## src/rtl/if_fetch_queue.sv

```systemverilog
// Instruction-fetch stage with a DEPTH-entry queue between IMEM and ID.
// Owns the fetch PC, buffers {inst, pc+4} entries while ID stalls, and
// applies branch/jump redirects with optional MIPS delay-slot retention.
module if_fetch_queue #(
    parameter int              DEPTH      = 4,
    parameter int              ADDR_W     = 32,
    parameter int              DATA_W     = 32,
    parameter logic [ADDR_W-1:0] RESET_PC = 32'h0040_0000,
    parameter bit              DELAY_SLOT = 1'b1
) (
    input  logic                     clock,
    input  logic                     reset,
    output logic [ADDR_W-1:0]        imem_addr,
    input  logic [DATA_W-1:0]        imem_data,
    input  logic                     id_stall,
    input  logic                     redirect,
    input  logic [ADDR_W-1:0]        redirect_pc,
    output logic                     id_valid,
    output logic [DATA_W-1:0]        id_inst,
    output logic [ADDR_W-1:0]        id_NPC,
    output logic [$clog2(DEPTH):0]   count
);

    localparam int PTR_W = $clog2(DEPTH);
    localparam int CNT_W = PTR_W + 1;

    logic [ADDR_W-1:0] r_fetch_pc;
    logic [PTR_W-1:0]  r_rd_ptr;
    logic [PTR_W-1:0]  r_wr_ptr;
    logic [CNT_W-1:0]  r_count;
    logic [DATA_W-1:0] r_inst_mem [DEPTH];
    logic [ADDR_W-1:0] r_npc_mem  [DEPTH];

    logic [ADDR_W-1:0] w_fetch_pc_next;
    logic [PTR_W-1:0]  w_rd_ptr_next;
    logic [PTR_W-1:0]  w_wr_ptr_next;
    logic [CNT_W-1:0]  w_count_next;
    logic [ADDR_W-1:0] w_pc_plus4;
    logic              w_pop;
    logic              w_push;
    logic              w_redirect;

    // Head-entry view is driven from registers only, so ID handshake
    // inputs never reach these outputs combinationally.
    assign id_valid  = (r_count != '0);
    assign id_inst   = id_valid ? r_inst_mem[r_rd_ptr] : '0;
    assign id_NPC    = id_valid ? r_npc_mem[r_rd_ptr]  : '0;
    assign count     = r_count;
    assign imem_addr = r_fetch_pc;

    assign w_pc_plus4 = r_fetch_pc + ADDR_W'(4);
    assign w_pop      = id_valid & ~id_stall;
    // A redirect only counts when ID actually consumes the branch.
    assign w_redirect = redirect & w_pop;

    // Next-state for PC, pointers and occupancy; redirect overrides normal flow.
    always_comb begin
        w_push          = 1'b0;
        w_fetch_pc_next = r_fetch_pc;
        w_rd_ptr_next   = r_rd_ptr;
        w_wr_ptr_next   = r_wr_ptr;
        w_count_next    = r_count;
        if (w_redirect) begin
            w_fetch_pc_next = redirect_pc;
            if (!DELAY_SLOT) begin
                // Flush everything, including anything fetched past the branch.
                w_rd_ptr_next = r_wr_ptr;
                w_count_next  = '0;
            end else if (r_count >= CNT_W'(2)) begin
                // Delay slot is already queued right behind the head; drop the rest.
                w_rd_ptr_next = r_rd_ptr + PTR_W'(1);
                w_wr_ptr_next = r_rd_ptr + PTR_W'(2);
                w_count_next  = CNT_W'(1);
            end else begin
                // Delay slot is the instruction being fetched right now.
                w_push        = 1'b1;
                w_rd_ptr_next = r_rd_ptr + PTR_W'(1);
                w_wr_ptr_next = r_wr_ptr + PTR_W'(1);
                w_count_next  = CNT_W'(1);
            end
        end else begin
            w_push = (r_count < CNT_W'(DEPTH)) | w_pop;
            if (w_push) begin
                w_wr_ptr_next   = r_wr_ptr + PTR_W'(1);
                w_fetch_pc_next = w_pc_plus4;
            end
            if (w_pop) begin
                w_rd_ptr_next = r_rd_ptr + PTR_W'(1);
            end
            w_count_next = r_count + CNT_W'(w_push) - CNT_W'(w_pop);
        end
    end

    // Control state: cleared immediately by the asynchronous reset.
    always_ff @(posedge clock or negedge reset) begin
        if (!reset) begin
            r_fetch_pc <= RESET_PC;
            r_rd_ptr   <= '0;
            r_wr_ptr   <= '0;
            r_count    <= '0;
        end else begin
            r_fetch_pc <= w_fetch_pc_next;
            r_rd_ptr   <= w_rd_ptr_next;
            r_wr_ptr   <= w_wr_ptr_next;
            r_count    <= w_count_next;
        end
    end

    // Queue storage: write the current fetch into the tail slot on push.
    always_ff @(posedge clock) begin
        if (w_push) begin
            r_inst_mem[r_wr_ptr] <= imem_data;
            r_npc_mem[r_wr_ptr]  <= w_pc_plus4;
        end
    end

endmodule
```

## config.mk

```make
export PLATFORM = sky130hd
export DESIGN_NAME = if_fetch_queue
export DESIGN_NICKNAME = d
export VERILOG_FILES = /design/src/rtl/if_fetch_queue.sv
export SDC_FILE = /design/constraint.sdc
export NUM_CORES = 1
export LEC_CHECK = 0
export CAP_MARGIN = 25
export CORE_MARGIN = 10
export CORE_UTILIZATION = 40
export CTS_CLUSTER_DIAMETER = 80
export DETAILED_ROUTE_END_ITERATION = 16
export GPL_ROUTABILITY_DRIVEN = 0
export PLACE_DENSITY = 0.7
export RECOVER_POWER = 25
export SLEW_MARGIN = 0
export SYNTH_ARGS = -nofsm -noshare
export SYNTH_HDL_FRONTEND = slang
export SYNTH_SLANG_ARGS = --single-unit
```

## constraint.sdc

```tcl
create_clock -name clock -period 3.11 [get_ports clock]
set_input_delay 0.622 -clock clock [delete_from_list [all_inputs] [get_ports clock]]
set_output_delay 0.622 -clock clock [all_outputs]
set_load 0.02 [all_outputs]
```

==> metrics.md <==
| Metric | Value |
|---|---|
| Outcome | `complete, but fails checks` |
| Failing checks | `max-capacitance violations, max-slew violations` |
| Primary FF master, synth | `edfxtp_1` |
| Seq. cell area | `8670 µm²` |
| DR iter-0 viols | `466` |
| Worst-path fanout max | `5` |
| Count of state elements after synthesis | `295` |
| Count leader, synth | `edfxtp_1` |
| Die Span X | `197 µm` |
| Total die area | `39000 µm²` |
| Worst vdd ir | `622 µV` |
| Adder-Cell Fraction of Synth Area | `0.854%` |
| Total wire length | `32000 µm` |
| CTS Buf Count | `34` |
| Min Tclk post-route | `2.95 ns` |
| Largest net degree at the start of global routing | `46` |
| Longest Clk Path Bufs | `3` |
| Top post-synthesis cells by count | `edfxtp_1, and2_1, mux4_2` |
| Skew-Pair Late Insertion Delay | `0.51 ns` |
| Vias | `7597` |
| Main combinational cell family by area after synthesis | `multiplexers` |
| Syn Inst Count | `762` |
| ANT nets after route | `0` |
| Initial antenna violation count | `1` |
| Pre-CTS setup slack | `0.402 ns` |
| Final setup violation count | `0` |
| Area occupied by multi-input gates | `3670 µm²` |
| Comb pwr share | `42.0%` |
| Final hold violations | `0` |
| Fin worst setup slack | `0.157 ns` |
| Final nets | `1026` |
| Async S/R FF share, synth | `13.2%` |
| Layout cells sized above 1 | `17.4%` |
| Actual slew at the worst max-slew pin | `1.91 ns` |
| Slew margin rel. | `-27.7%` |
| Fillers | `2505` |
| Leading area contributor after synthesis | `edfxtp_1` |
| Final HPWL DP | `21100 µm` |
| Gr ovfl total | `0` |
| Max Clock Skew | `0.0178 ns` |
| Syn avg cell area | `16.5 µm²` |
| Part of the cycle the worst path needs | `94.9%` |
| Synth unique cells | `57` |
| Cell Pwr Density | `1180 nW/µm²` |
| Area contributors post-synth | `edfxtp_1, mux4_2, dfrtp_1` |
| Synth warnings | `0` |
| Detailed Routing Iterations Pass 1 | `5` |
| Yosys top cell area share | `61.0%` |
| H-tree Lvls | `2` |
| Num ports | `168` |
| CTS tree | `done` |
| Simple-Gate Fraction of Synth Area | `8.76%` |
| Mux cell area share after synthesis | `11.8%` |
| Clk pin slew, worst setup/hold paths | `0.06 ns` |
| Critical path data required time | `2.49 ns` |
| TNS Setup | `0 ns` |
| Cell Count, Final, Fillers Out | `1373` |
| XOR/XNOR Fraction of Synth Area | `2.16%` |
| First-pass GRT wire length | `48500 µm` |
| Cells after DPL | `1304` |
| CP Capture Type | `primary output` |
| Min-Delay Path Class | `register to register` |
| Fin util | `52.3%` |
| Int Pwr | `12.4 mW` |
| RSZ-0062 raised after global routing | `no` |
| Max Fclk | `339 MHz` |
| Die H | `197 µm` |
| Clk pwr share | `21.6%` |
| CP startpoint kind | `register` |
| Switching part of the total | `35.4%` |
| EDFF count, synth | `256` |
| Starting Density | `40.9%` |
| DRC violations left | `0` |
| FP Rows | `64` |
| Sink Count | `295` |
| Register area share after synthesis | `68.8%` |
| GR Util All Layers | `16.2%` |
| Number of global-route vias before repair | `7834` |
| Area added between synthesis and finish | `28.1%` |
| Crit path kind | `register to primary output` |
| Leakage | `5.69 nW` |
| Switching pwr | `6.76 mW` |
| Max-slew violations | `32` |
| Mapped cell area | `12600 µm²` |
| Sequential Power Share | `36.3%` |
| Clock Tree Root | `clkbuf_16` |
| Post-synthesis compound-gate area fraction | `5.47%` |
| Syn Nets | `838` |
| CTS Hold Bufs | `0` |
| Port Buffers | `167` |
| DR vias/cell | `5.53` |
| Core area | `30800 µm²` |
| Maxcap violations | `1` |
| DR WL/cell | `23.3 µm` |
| WP data arrival | `2.33 ns` |
| Final hold slack | `0.575 ns` |
## worst max-delay path, cell delays in order, from the launching register on
cell and delay, ns:
dfrtp_4 0.45, buf_4 0.15, mux4_2 0.53, and2_1 0.18
clkdlybuf4s50_1 0.54
## kinds of logic after synthesis
group / Yosys count
AO/OA/AOI/OAI: 100
multiplexers: 68
adder cells (fa/ha/maj): 8
other: 1
XOR/XNOR: 31
flip-flops: 295
AND/OR/NAND/NOR: 193
buffers and inverters: 66
## sequential cells by signal (all words and copies together) (netlist names)
register,cells
count,3
imem_addr,32
r_inst_mem,128
r_npc_mem,128
r_rd_ptr,2
r_wr_ptr,2
## final timing paths
| kind | endpoint | slack (ns) | cells after the start | from |
|---|---|---|---|---|
| max in group asynchronous | r_rd_ptr[0] | 1.09 | 1 | reset |
| min reg2reg | r_npc_mem[3][1] | 0.58 | 0 | imem_addr[1] |
| min | r_npc_mem[3][1] | 0.58 | 0 | imem_addr[1] |
| min in group asynchronous | imem_addr[28] | 0.63 | 1 | reset |
| max reg2reg | r_inst_mem[1][31] | 0.66 | 7 | count[1] |
| max | id_NPC[13] | 0.16 | 4 | r_rd_ptr[0] |
## routing by layer
metal  up-vias  GRT usage [%]  wire, µm
li1       3375              -         -
met1      3890           21.8     13800
met2       292           25.3     14800
met3        40           4.91      2750
met4         0           3.96       535
met5         -              0         0
## power groups by stage
stage / clock network (mW) / logic [mW] / registers (mW)
global route: 4.38 / 8.68 / 7.10
detailed placement: 0 / 8.61 / 7.03
finish: 4.13 / 8.03 / 6.95
CTS: 4.22 / 8.23 / 6.94
global placement: 0 / 8.51 / 6.95
floorplan: 0 / 4.71 / 6.97
## final cells by class
type / count / area share, %
sequential: 295 / 53.8
multi-input combinational: 401 / 22.8
timing repair buffer: 206 / 12.8
clock buffer: 43 / 5.94
tap: 396 / 3.07
clock inverter: 17 / 1.33
inverter: 12 / 0.295
antenna: 3 / 0.0465
## repair_timing
| item | CTS | global route |
|---|---|---|
| setup buffers | 5 | 0 |
| gates cloned | 1 | 0 |
| resized for setup | 65 | 3 |
| endpoints found under the setup margin | 50 | 1 |
## metrics by stage
stage	total power [mW]	area, µm²
detailed placement	15.6	14900
CTS	19.4	16100
global placement	15.5	14900
finish	19.1	16100
global route	20.2	16100
floorplan	11.7	12600
## cell usage in the layout (no fill, tap or decap), types with 6 or more instances in the layout
cell type,instances
clkbuf_16,37
nand3_1,16
mux4_2,64
a21oi_1,14
o21a_1,6
a31oi_1,14
dlygate4sd3_1,32
clkdlybuf4s50_1,71
nor2_1,23
and3_1,13
o21ai_0,14
dlygate4sd2_1,63
clkbuf_1,7
edfxtp_1,256
dfrtp_1,36
inv_1,11
ha_1,7
and2_1,68
xor2_1,16
xnor2_1,15
nand2_1,27
buf_12,11
o22ai_1,6
o211ai_1,11
buf_4,24
nand4_1,13
Power figures use the tool's default switching activity.
